<file path="src/rtl/stack_machine_p.sv">
// Byte-opcode stack machine: fetches from a 1-cycle synchronous ROM, executes one opcode per clock.
// Latency: fetch address combinational; write/halted/fault registered, visible one cycle after the executing edge.
// No backpressure: the ROM is always ready and the write strobe is fire-and-forget; halting freezes all state.
module stack_machine_p #(
  parameter int DATA_WIDTH   = 16,
  parameter int ADDR_WIDTH   = 12,
  parameter int DSTACK_DEPTH = 8,
  parameter int CSTACK_DEPTH = 8
) (
  input  logic                  clock,
  input  logic                  reset,
  output logic [ADDR_WIDTH-1:0] code_addr,
  input  logic [7:0]            code_data,
  output logic                  write,
  output logic [DATA_WIDTH-1:0] wr_addr,
  output logic [DATA_WIDTH-1:0] wr_data,
  output logic                  halted,
  output logic [2:0]            fault
);

  localparam int DPW = $clog2(DSTACK_DEPTH);
  localparam int CPW = $clog2(CSTACK_DEPTH);
  localparam logic [DPW:0] D_FULL = (DPW+1)'(DSTACK_DEPTH);
  localparam logic [CPW:0] C_FULL = (CPW+1)'(CSTACK_DEPTH);

  localparam logic [7:0] OP_NOP   = 8'h00;
  localparam logic [7:0] OP_STORE = 8'h12;
  localparam logic [7:0] OP_ADD   = 8'h20;
  localparam logic [7:0] OP_SUB   = 8'h21;
  localparam logic [7:0] OP_AND   = 8'h22;
  localparam logic [7:0] OP_OR    = 8'h23;
  localparam logic [7:0] OP_XOR   = 8'h24;
  localparam logic [7:0] OP_DUP   = 8'h25;
  localparam logic [7:0] OP_DROP  = 8'h26;
  localparam logic [7:0] OP_SWAP  = 8'h27;
  localparam logic [7:0] OP_JMP   = 8'h30;
  localparam logic [7:0] OP_JZ    = 8'h31;
  localparam logic [7:0] OP_CALL  = 8'h32;
  localparam logic [7:0] OP_RET   = 8'h33;
  localparam logic [7:0] OP_HALT  = 8'h44;

  // Architectural state
  logic [ADDR_WIDTH-1:0] r_pc;
  logic [DPW:0]          r_dcount;
  logic [CPW:0]          r_ccount;
  logic [DATA_WIDTH-1:0] r_dstk [DSTACK_DEPTH];
  logic [ADDR_WIDTH-1:0] r_cstk [CSTACK_DEPTH];
  logic                  r_write;
  logic [DATA_WIDTH-1:0] r_wr_addr;
  logic [DATA_WIDTH-1:0] r_wr_data;
  logic                  r_halted;
  logic [2:0]            r_fault;

  // Stack views: top-of-stack slot and the two live operands
  logic [DPW-1:0]        w_dtop, w_i0, w_i1;
  logic [CPW-1:0]        w_ctop, w_ci0;
  logic [DATA_WIDTH-1:0] w_s0, w_s1;
  logic [ADDR_WIDTH-1:0] w_c0;

  assign w_dtop = r_dcount[DPW-1:0];
  assign w_i0   = w_dtop - DPW'(1);
  assign w_i1   = w_dtop - DPW'(2);
  assign w_s0   = r_dstk[w_i0];
  assign w_s1   = r_dstk[w_i1];
  assign w_ctop = r_ccount[CPW-1:0];
  assign w_ci0  = w_ctop - CPW'(1);
  assign w_c0   = r_cstk[w_ci0];

  // Decode
  logic [DPW:0]          w_need;
  logic                  w_grow;
  logic                  w_cpop;
  logic                  w_cpush;
  logic                  w_ill;
  logic [2:0]            w_fault_code;
  logic                  w_exec;
  logic                  w_taken;
  logic [ADDR_WIDTH-1:0] w_target;
  logic [ADDR_WIDTH-1:0] w_next_pc;
  logic [DATA_WIDTH-1:0] w_alu;
  logic [DATA_WIDTH-1:0] w_imm;

  assign w_imm = {{(DATA_WIDTH-7){code_data[6]}}, code_data[6:0]};

  // Operand requirements and stack growth per opcode
  always_comb begin
    w_need  = '0;
    w_grow  = 1'b0;
    w_cpop  = 1'b0;
    w_cpush = 1'b0;
    w_ill   = 1'b0;
    if (code_data[7]) begin
      w_grow = 1'b1;
    end else begin
      case (code_data)
        OP_ADD, OP_SUB, OP_AND, OP_OR, OP_XOR: w_need = (DPW+1)'(2);
        OP_DUP:   begin w_need = (DPW+1)'(1); w_grow = 1'b1; end
        OP_DROP:  w_need = (DPW+1)'(1);
        OP_SWAP:  w_need = (DPW+1)'(2);
        OP_STORE: w_need = (DPW+1)'(2);
        OP_JMP:   w_need = (DPW+1)'(1);
        OP_JZ:    w_need = (DPW+1)'(2);
        OP_CALL:  begin w_need = (DPW+1)'(1); w_cpush = 1'b1; end
        OP_RET:   w_cpop = 1'b1;
        OP_NOP, OP_HALT: ;
        default:  w_ill = 1'b1;
      endcase
    end
  end

  // Fault priority: illegal, dstack underflow, dstack overflow, cstack underflow, cstack overflow
  always_comb begin
    w_fault_code = 3'd0;
    if (w_ill)                              w_fault_code = 3'd5;
    else if (r_dcount < w_need)             w_fault_code = 3'd1;
    else if (w_grow && r_dcount == D_FULL)  w_fault_code = 3'd2;
    else if (w_cpop && r_ccount == '0)      w_fault_code = 3'd3;
    else if (w_cpush && r_ccount == C_FULL) w_fault_code = 3'd4;
  end

  assign w_exec = !reset && !r_halted && (w_fault_code == 3'd0);

  // Branch resolution for the opcode currently on code_data
  always_comb begin
    w_taken  = 1'b0;
    w_target = ADDR_WIDTH'(w_s0);
    if (code_data == OP_RET) w_target = w_c0;
    if (w_exec) begin
      case (code_data)
        OP_JMP, OP_CALL, OP_RET: w_taken = 1'b1;
        OP_JZ:                   w_taken = (w_s1 == '0);
        default:                 w_taken = 1'b0;
      endcase
    end
  end

  // Fetch address: redirect on a taken branch so the target executes next edge
  always_comb begin
    code_addr = r_pc;
    if (reset)        code_addr = '0;
    else if (w_taken) code_addr = w_target;
  end

  assign w_next_pc = code_addr + ADDR_WIDTH'(1);

  // ALU result, S1 op S0
  always_comb begin
    case (code_data[2:0])
      3'd0:    w_alu = w_s1 + w_s0;
      3'd1:    w_alu = w_s1 - w_s0;
      3'd2:    w_alu = w_s1 & w_s0;
      3'd3:    w_alu = w_s1 | w_s0;
      3'd4:    w_alu = w_s1 ^ w_s0;
      default: w_alu = '0;
    endcase
  end

  // Control state, stack pointers, write port and sticky status
  always_ff @(posedge clock) begin
    if (reset) begin
      // The ROM latches address 0 on the reset edge itself, so the next fetch is address 1
      r_pc      <= ADDR_WIDTH'(1);
      r_dcount  <= '0;
      r_ccount  <= '0;
      r_write   <= 1'b0;
      r_wr_addr <= '0;
      r_wr_data <= '0;
      r_halted  <= 1'b0;
      r_fault   <= 3'd0;
    end else begin
      r_write <= 1'b0;
      if (!r_halted) begin
        r_pc <= w_next_pc;
        if (w_fault_code != 3'd0) begin
          r_fault  <= w_fault_code;
          r_halted <= 1'b1;
        end else if (code_data[7]) begin
          r_dcount <= r_dcount + (DPW+1)'(1);
        end else begin
          case (code_data)
            OP_ADD, OP_SUB, OP_AND, OP_OR, OP_XOR, OP_DROP, OP_JMP:
              r_dcount <= r_dcount - (DPW+1)'(1);
            OP_DUP:
              r_dcount <= r_dcount + (DPW+1)'(1);
            OP_STORE: begin
              r_dcount  <= r_dcount - (DPW+1)'(2);
              r_wr_addr <= w_s0;
              r_wr_data <= w_s1;
              r_write   <= 1'b1;
            end
            OP_JZ:
              r_dcount <= r_dcount - (DPW+1)'(2);
            OP_CALL: begin
              r_dcount <= r_dcount - (DPW+1)'(1);
              r_ccount <= r_ccount + (CPW+1)'(1);
            end
            OP_RET:
              r_ccount <= r_ccount - (CPW+1)'(1);
            OP_HALT:
              r_halted <= 1'b1;
            default: ;
          endcase
        end
      end
    end
  end

  // Stack storage; contents survive reset, only the counts are cleared
  always_ff @(posedge clock) begin
    if (w_exec) begin
      if (code_data[7]) begin
        r_dstk[w_dtop] <= w_imm;
      end else begin
        case (code_data)
          OP_ADD, OP_SUB, OP_AND, OP_OR, OP_XOR: r_dstk[w_i1] <= w_alu;
          OP_DUP:  r_dstk[w_dtop] <= w_s0;
          OP_SWAP: begin
            r_dstk[w_i0] <= w_s1;
            r_dstk[w_i1] <= w_s0;
          end
          OP_CALL: r_cstk[w_ctop] <= r_pc;
          default: ;
        endcase
      end
    end
  end

  assign write   = r_write;
  assign wr_addr = r_wr_addr;
  assign wr_data = r_wr_data;
  assign halted  = r_halted;
  assign fault   = r_fault;

endmodule

</file>
<file path="config.mk">
export PLATFORM = sky130hd
export DESIGN_NAME = stack_machine_p
export DESIGN_NICKNAME = d
export VERILOG_FILES = /design/src/rtl/stack_machine_p.sv
export SDC_FILE = /design/constraint.sdc
export NUM_CORES = 1
export LEC_CHECK = 0
export CAP_MARGIN = 20
export CORE_MARGIN = 10
export CORE_UTILIZATION = 50
export DETAILED_ROUTE_END_ITERATION = 12
export PLACE_DENSITY_LB_ADDON = 0.12
export SETUP_SLACK_MARGIN = 0.05
export SLEW_MARGIN = 5
export SYNTH_ARGS = -nofsm -noshare
export SYNTH_HDL_FRONTEND = slang
export SYNTH_SLANG_ARGS = --single-unit
</file>
<file path="constraint.sdc">
create_clock -name clock -period 10.4 [get_ports clock]
set_input_delay 2.08 -clock clock [delete_from_list [all_inputs] [get_ports clock]]
set_output_delay 2.08 -clock clock [all_outputs]
set_load 0.005 [all_outputs]
</file>
==> results of run 1 <==
worst register-to-register path, stage by stage, from the launching register on:
cell and delay (ns):
dfxtp_2 0.63, inv_2 0.29, ha_2 0.79, buf_4 0.57, nor2b_1 0.17, a221o_1 0.37
o21ai_0 0.10, and2_1 0.39, inv_2 0.14, nor2_1 0.21, nand2_1 0.12, nor3_1 0.39
a31oi_1 0.17, xnor2_1 0.18, ha_1 0.35, a2111oi_0 0.76, a211oi_1 0.28, o21ai_0 0.27
a21oi_1 0.11, a211oi_2 0.66, mux2i_1 0.16
cells in the final DEF (no fill, tap or decap), types with 6 or more instances in the layout:
master           count
and2_1               9
a221o_1              6
a31oi_1             12
o21a_1              10
o21ai_2             10
edfxtp_1           224
nand3_1             44
and3_1               7
a21oi_1            117
nor4_1               7
o22ai_1              8
buf_4               51
inv_1               58
nand2_1             82
ha_1                58
a21oi_2              6
nor2_1             181
xor2_1               7
nand4_1              7
mux4_2              70
mux2i_1            148
clkbuf_1             6
dfxtp_1             54
a211oi_1            46
xnor2_1             28
a2111oi_0            6
clkbuf_16           31
nor3_1              31
mux2_2              10
nor2b_1             12
o21ai_0             36
nand2b_1            16
clkdlybuf4s50_1     56
clkinv_1             7
path summary, 6_finish.rpt:
check	startpoint	to	slack (ns)	cells past startpoint
hold / removal	fault[0]$_SDFFE_PP0P_	fault[0]$_SDFFE_PP0P_	0.49	2
hold reg to reg	fault[0]$_SDFFE_PP0P_	fault[0]$_SDFFE_PP0P_	0.49	2
setup reg to reg	r_dcount[1]$_SDFFE_PP0P_	r_dstk[4][15]$_DFFE_PP_	3.02	20
setup / recovery	code_data[1]	code_addr[9]	1.50	15
report_power, final:
| part | internal (W) | switching [W] | total [W] |
|---|---|---|---|
| Sequential | 0.00122 | 0.0000160 | 0.00124 |
| Clock | 0.000645 | 0.000476 | 0.00112 |
| Combinational | 0.000272 | 0.000473 | 0.000744 |
stage by stage:
step / cell area (um2) / instances
floorplan: 17230 / 1543
finish: 19380 / 2055
global placement: 18300 / 1993
global route: 19380 / 2055
CTS: 19340 / 2052
detailed placement: 18310 / 1994
routing by layer:
layer	routed length (um)	vias to the layer above
met3	5973	112
met4	1420	0
met2	23810	699
met1	22620	6571
met5	0	-
li1	-	5910
flip-flops by register name (all words and copies together), names as in the netlist:
register / count
r_dstk: 128
r_cstk: 96
wr_addr: 16
wr_data: 16
r_pc: 12
r_ccount: 4
r_dcount: 4
fault: 3
halted: 1
write: 1
layout make-up:
| type | count | area (um2) |
|---|---|---|
| fillers | 2862 | 14410 |
| clock inverters | 18 | 185.2 |
| flip-flops and latches | 281 | 7871 |
| multi-input cells | 1092 | 8678 |
| well taps | 448 | 560.5 |
| clock buffers | 40 | 839.6 |
| inverters | 63 | 236.5 |
| repair buffers | 113 | 1007 |
logic make-up after synthesis:
group,share of synthesized area
multiplexers,0.1908
AND/OR/NAND/NOR,0.1195
flip-flops,0.4567
adder cells (fa/ha/maj),0.04590
buffers and inverters,0.04452
AO/OA/AOI/OAI,0.1229
XOR/XNOR,0.01975
==> impl_summary.log, run 1 <==
[metrics] run status: finished clean
[metrics] total of flip-flops plus latches after synthesis: 281
[metrics] number of placement rows: 67
[metrics] leakage component of the power: 7.362 nW
[metrics] Synth Area per Inst: 11.17 um2
[metrics] reported max-cap violation count: 0
[metrics] die area: 42280 um2
[metrics] Worst Setup Slack, final: 1.499 ns
[metrics] initial antenna violation count: 0
[metrics] final design utilization: 0.5736
[metrics] DIE WIDTH: 205.6 um
[metrics] number of enable-type register cells in the synthesized netlist: 224
[metrics] top-count cell post-synth: edfxtp_1
[metrics] Period Utilization, post-route: 0.8559
[metrics] number of buffers and inverters on the critical path: 4
[metrics] proportion of layout cells with a drive suffix above 1: 0.1500
[metrics] synthesis-to-finish area growth: 12.48%
[metrics] number of inserted diodes: 0
[metrics] H-tree Lvls: 1
[metrics] weighted congestion reported at the end of routability-driven placement: 0.9622
[metrics] gate count after technology mapping: 1543
[metrics] number of top-level design ports: 59
[metrics] met1 global-route usage: 0.3593
[metrics] total track usage: 0.2522
[metrics] clock-pin slew on the worst setup and hold paths: 0.06 ns
[metrics] violation count after the first detailed-routing iteration: 1735
[metrics] final antenna-violating net count: 0
[metrics] most frequent cells after synthesis: edfxtp_1 (224), nor2_1 (182), mux2i_1 (148)
[metrics] CTS hold repair buffers: 0
[metrics] maximum number of pins on one net before global-route repair: 65
[metrics] top flip-flop cell by instance count after synthesis: edfxtp_1
[metrics] CTS resizes: 0
[metrics] TritonCTS clock tree: yes
[metrics] chip height: 205.6 um
[metrics] final hold violation count: 0
[metrics] # DRC: 0
[metrics] final-report setup violation count: 0
[metrics] highest-delay cell along the critical path: clkdlybuf4s50_1
[metrics] via count of the routed design: 13290
[metrics] clock root buffer: clkbuf_16
[metrics] vias in the first global route: 12650
[metrics] kind of launch point of the worst setup path: primary input
[metrics] Worst Path Max Fanout: 18
[metrics] core region area: 33780 um2
[metrics] remaining max-slew budget at the tightest pin: 0.2315
[metrics] accumulated negative setup slack: 0 ns
[metrics] Slew @ Worst Pin: 1.153 ns
[metrics] nets in the synthesized netlist: 1615
[metrics] power consumption: 0.003106 W
[metrics] CTS sink count: 281
[metrics] total CTS buffers: 31
[metrics] setup repair after global routing missed its margin: false
[metrics] Largest delay share family, worst path: buffers and inverters
[metrics] biggest area consumer among synthesized cells: edfxtp_1
[metrics] aggregate global routing overflow: 0
[metrics] HPWL after detailed placement: 37200 um
[metrics] required time reported for the critical path endpoint: 8.32 ns
[metrics] post-CTS setup buffers: 0
[metrics] final hold slack: 0.4884 ns
[metrics] Total Nets Final: 1654
[metrics] peak-usage layer in the global routing report: met2
[metrics] via density per instance: 6.468
[metrics] type of the worst setup path: in -> out
[metrics] crit path time final: 8.901 ns
[metrics] Final Max Slew Viols: 0
[metrics] Worst Hold Class: reg -> reg
[metrics] summed instance area of the synthesized netlist: 17230 um2
[metrics] pre-CTS setup slack: 1.476 ns
[metrics] post-synth top area share: 0.3904
[metrics] number of optimization iterations in the first detailed-route pass: 6
[metrics] detailed-route wire length per cell: 26.19 um
[metrics] Total Wirelength: 53820 um
[metrics] source-to-sink clock delay at the later pin of the worst-skew pair: 0.61 ns
[metrics] WP data arrival: 6.82 ns
[metrics] first-pass GRT wire length: 80390 um
[metrics] Max clock buf depth: 3
[metrics] IO Port Bufs: 58
[metrics] power per standard cell area: 160.3 nW/um2
[metrics] starting utilization of the core area: 0.5099
[metrics] Worst Clk Skew: 0.02353 ns
[metrics] global routing usage on met2: 0.3781
[metrics] IR drop worst, VDD: 0.0001354 V
[metrics] sequential cell area fraction in the yosys report: 0.4567
[metrics] leading cell types by total area after synthesis: edfxtp_1 (39%), mux4_2 (9.2%), mux2i_1 (8.6%)
[metrics] number of distinct library cells after synthesis: 91
[metrics] Critical Path Max Stage Delay: 0.96 ns
[metrics] type of element capturing the critical path: output port
[metrics] Async S/R FF share, synth: 0
[metrics] met3 routing resource usage after global routing: 0.05724
[metrics] Synthesis Warnings: 0
[metrics] chain of cells forming the critical path: clkdlybuf4s50_1 > nor2b_1 > buf_4 > nand4_1 > nand2_1 > nor2_1 > ha_1 > a2111o_1 > o21ba_2 > and2_1 > o21ai_2 > buf_8 > mux2_1 > nor2_1 > clkdlybuf4s50_1
[metrics] top achievable clock speed: 0.1123 GHz
Note: power is estimated with default switching activity, not from simulation.
==> inputs of run 2 (changes only) <==
Settings changed: SKIP_CTS_REPAIR_TIMING set to 1.
==> results of run 2 <==
Final layout, timing and power as in run 1 (identical DEF).
==> inputs of run 3 (changes only) <==
Settings changed: CTS_BUF_LIST set to sky130_fd_sc_hd__clkbuf_4.
==> run 3 against run 2 <==
Non-clock buffer count stayed put. Register-to-register slack worse by 0.08 ns. Clock skew is 0.069 ns higher. Critical path type unchanged.
==> impl_summary.log, run 3 (synthesized netlist as in run 1, its figures left out) <==
[metrics] flip-flop count of the largest register after layout: 128 (unchanged)
[metrics] Filler Cell Count: 2926 (was 2862)
[metrics] registers with the highest flip-flop counts: r_dstk x128, r_cstk x96 (unchanged)
[metrics] chain of cells forming the critical path: clkdlybuf4s50_1 > nor2b_1 > buf_4 > nand4_1 > nand2_1 > nor2_1 > ha_1 > a2111o_1 > o21ba_2 > and2_1 > o21ai_2 > buf_8 > mux2_1 > nor2_1 > clkdlybuf4s50_1 (unchanged)
[metrics] Worst Path Max Fanout: 18 (unchanged)
[metrics] crit path time final: 8.898 ns (was 8.901 ns)
[metrics] H-tree Lvls: 3 (was 1)
[metrics] final-report setup violation count: 0 (unchanged)
[metrics] number of optimization iterations in the first detailed-route pass: 7 (was 6)
[metrics] aggregate global routing overflow: 0 (unchanged)
[metrics] final hold violation count: 0 (unchanged)
[metrics] Slew @ Worst Pin: 1.194 ns (was 1.153 ns)
[metrics] reported max-cap violation count: 0 (unchanged)
[metrics] IO Port Bufs: 58 (unchanged)
[metrics] peak-usage layer in the global routing report: met2 (unchanged)
[metrics] IR drop worst, VDD: 0.00007545 V (was 0.0001354 V)
[metrics] clock root buffer: clkbuf_4 (was clkbuf_16)
[metrics] via density per instance: 6.372 (was 6.468)
[metrics] Period Utilization, post-route: 0.8556 (was 0.8559)
[metrics] power per standard cell area: 156.8 nW/um2 (was 160.3 nW/um2)
[metrics] violation count after the first detailed-routing iteration: 1776 (was 1735)
[metrics] number of buffers and inverters on the critical path: 4 (unchanged)
[metrics] min-delay src: fault[0]$_SDFFE_PP0P_ (unchanged)
[metrics] DIE WIDTH: 205.6 um (unchanged)
[metrics] TritonCTS clock tree: yes (unchanged)
[metrics] type of element capturing the critical path: output port (unchanged)
[metrics] weighted congestion reported at the end of routability-driven placement: 0.9622 (unchanged)
[metrics] Final Max Slew Viols: 0 (unchanged)
[metrics] register name with the most flops: r_dstk (unchanged)
[metrics] source-to-sink clock delay at the later pin of the worst-skew pair: 0.79 ns (was 0.61 ns)
[metrics] die area: 42280 um2 (unchanged)
[metrics] register cell area after layout: 7871 um2 (unchanged)
[metrics] number of placement rows: 67 (unchanged)
[metrics] # DRC: 0 (unchanged)
[metrics] proportion of layout cells with a drive suffix above 1: 0.1910 (was 0.1500)
[metrics] initial antenna violation count: 1 (was 0)
[metrics] WP data arrival: 6.82 ns (about the same)
[metrics] via count of the routed design: 13610 (was 13290)
[metrics] detailed-route wire length per cell: 25.40 um (was 26.19 um)
[metrics] Largest delay share family, worst path: buffers and inverters (unchanged)
[metrics] met3 routing resource usage after global routing: 0.06967 (was 0.05724)
[metrics] total track usage: 0.2557 (was 0.2522)
[metrics] Crit. Startpoint: code_data[1] (unchanged)
[metrics] remaining max-slew budget at the tightest pin: 0.2038 (was 0.2315)
[metrics] number of top-level design ports: 59 (unchanged)
[metrics] Total Nets Final: 1701 (was 1654)
[metrics] vias in the first global route: 13060 (was 12650)
[metrics] starting utilization of the core area: 0.5099 (unchanged)
[metrics] type of the worst setup path: in -> out (unchanged)
[metrics] core region area: 33780 um2 (unchanged)
[metrics] kind of launch point of the worst setup path: primary input (unchanged)
[metrics] CTS sink count: 281 (unchanged)
[metrics] Max clock buf depth: 3 (unchanged)
[metrics] most frequent standard cell in the layout excluding fill and tap cells: edfxtp_1 (unchanged)
[metrics] accumulated negative setup slack: 0 ns (unchanged)
[metrics] total CTS buffers: 78 (was 31)
[metrics] Worst Clk Skew: 0.09222 ns (was 0.02353 ns)
[metrics] area taken by multi-input logic gates: 8678 um2 (unchanged)
[metrics] commonest non-fill, non-tap cells in the layout: edfxtp_1 (224), nor2_1 (181), mux2i_1 (148) (unchanged)
[metrics] HPWL after detailed placement: 37200 um (unchanged)
[metrics] setup repair after global routing missed its margin: false (unchanged)
[metrics] Worst Hold Class: reg -> reg (unchanged)
[metrics] power consumption: 0.003040 W (was 0.003106 W)
[metrics] chip height: 205.6 um (unchanged)
[metrics] final antenna-violating net count: 0 (unchanged)
[metrics] highest-delay cell along the critical path: clkdlybuf4s50_1 (unchanged)
[metrics] required time reported for the critical path endpoint: 8.32 ns (about the same)
[metrics] leakage component of the power: 7.472 nW (was 7.362 nW)
[metrics] global routing usage on met2: 0.3755 (was 0.3781)
[metrics] Critical Path Max Stage Delay: 0.94 ns (was 0.96 ns)
[metrics] maximum number of pins on one net before global-route repair: 65 (unchanged)
[metrics] first-pass GRT wire length: 81110 um (was 80390 um)
[metrics] Reg-to-Reg Start: r_dcount[1]$_SDFFE_PP0P_ (unchanged)
[metrics] clock-pin slew on the worst setup and hold paths: 0.06 ns (about the same)
[metrics] met1 global-route usage: 0.3531 (was 0.3593)
[metrics] top achievable clock speed: 0.1124 GHz (was 0.1123 GHz)
[metrics] Total Wirelength: 54220 um (was 53820 um)
[metrics] run status: finished clean (unchanged)
[metrics] synthesis-to-finish area growth: 12.51% (was 12.48%)
run 3: worst reg2reg max path: cells and delay by family (launching register included):
| family | cells | cell delay (ns) |
|---|---|---|
| AOI/OAI and AO/OA | 8 | 2.73 |
| xor gates and xnor gates | 1 | 0.18 |
| adders and majority gates | 2 | 1.15 |
| buffers and inverters | 3 | 1.01 |
| DFF | 1 | 0.63 |
| muxes | 1 | 0.17 |
| and+or+nand+nor | 5 | 1.32 |
run 3: per-stage QoR:
| stage | util | hold WS (ns) | worst slack (ns) | instances | instance area (um2) |
|---|---|---|---|---|---|
| detailed placement | 0.5420 | 0.4749 | 1.476 | 1994 | 18310 |
| global route | 0.5738 | 0.5143 | 1.291 | 2135 | 19380 |
| floorplan | - | 0.4658 | 3.092 | 1543 | 17230 |
| finish | 0.5738 | 0.4911 | 1.502 | 2135 | 19380 |
| CTS | 0.5724 | 0.4886 | 1.477 | 2131 | 19340 |
| global placement | 0.5417 | 0.4724 | 1.558 | 1993 | 18300 |
run 3: final cells by class:
class | count | share of cell area
Multi-Input combinational cell | 1092 | 0.4477
Clock buffer | 118 | 0.04570
Antenna cell | 1 | 0.0001291
Clock inverter | 19 | 0.007294
Sequential cell | 281 | 0.4061
Timing Repair Buffer | 113 | 0.05196
Inverter | 63 | 0.01220
Tap cell | 448 | 0.02892
run 3: worst paths after layout:
check,slack [ns],to,cells past startpoint
hold / removal,0.49,fault[0]$_SDFFE_PP0P_,2
setup reg to reg,2.94,r_dstk[7][15]$_DFFE_PP_,20
setup / recovery,1.50,code_addr[9],15
hold reg to reg,0.49,fault[0]$_SDFFE_PP0P_,2
run 3: layer usage:
metal / up-vias / wire (um)
li1: 6041 / -
met1: 6671 / 22660
met2: 774 / 23770
met3: 119 / 6150
met4: 0 / 1645
met5: - / 0
run 3: where the power goes:
| group | switching, W | internal (W) |
|---|---|---|
| combinational | 0.000473 | 0.000272 |
| clock | 0.000488 | 0.000567 |
| sequential | 0.0000162 | 0.00122 |
| total | 0.000978 | 0.00206 |
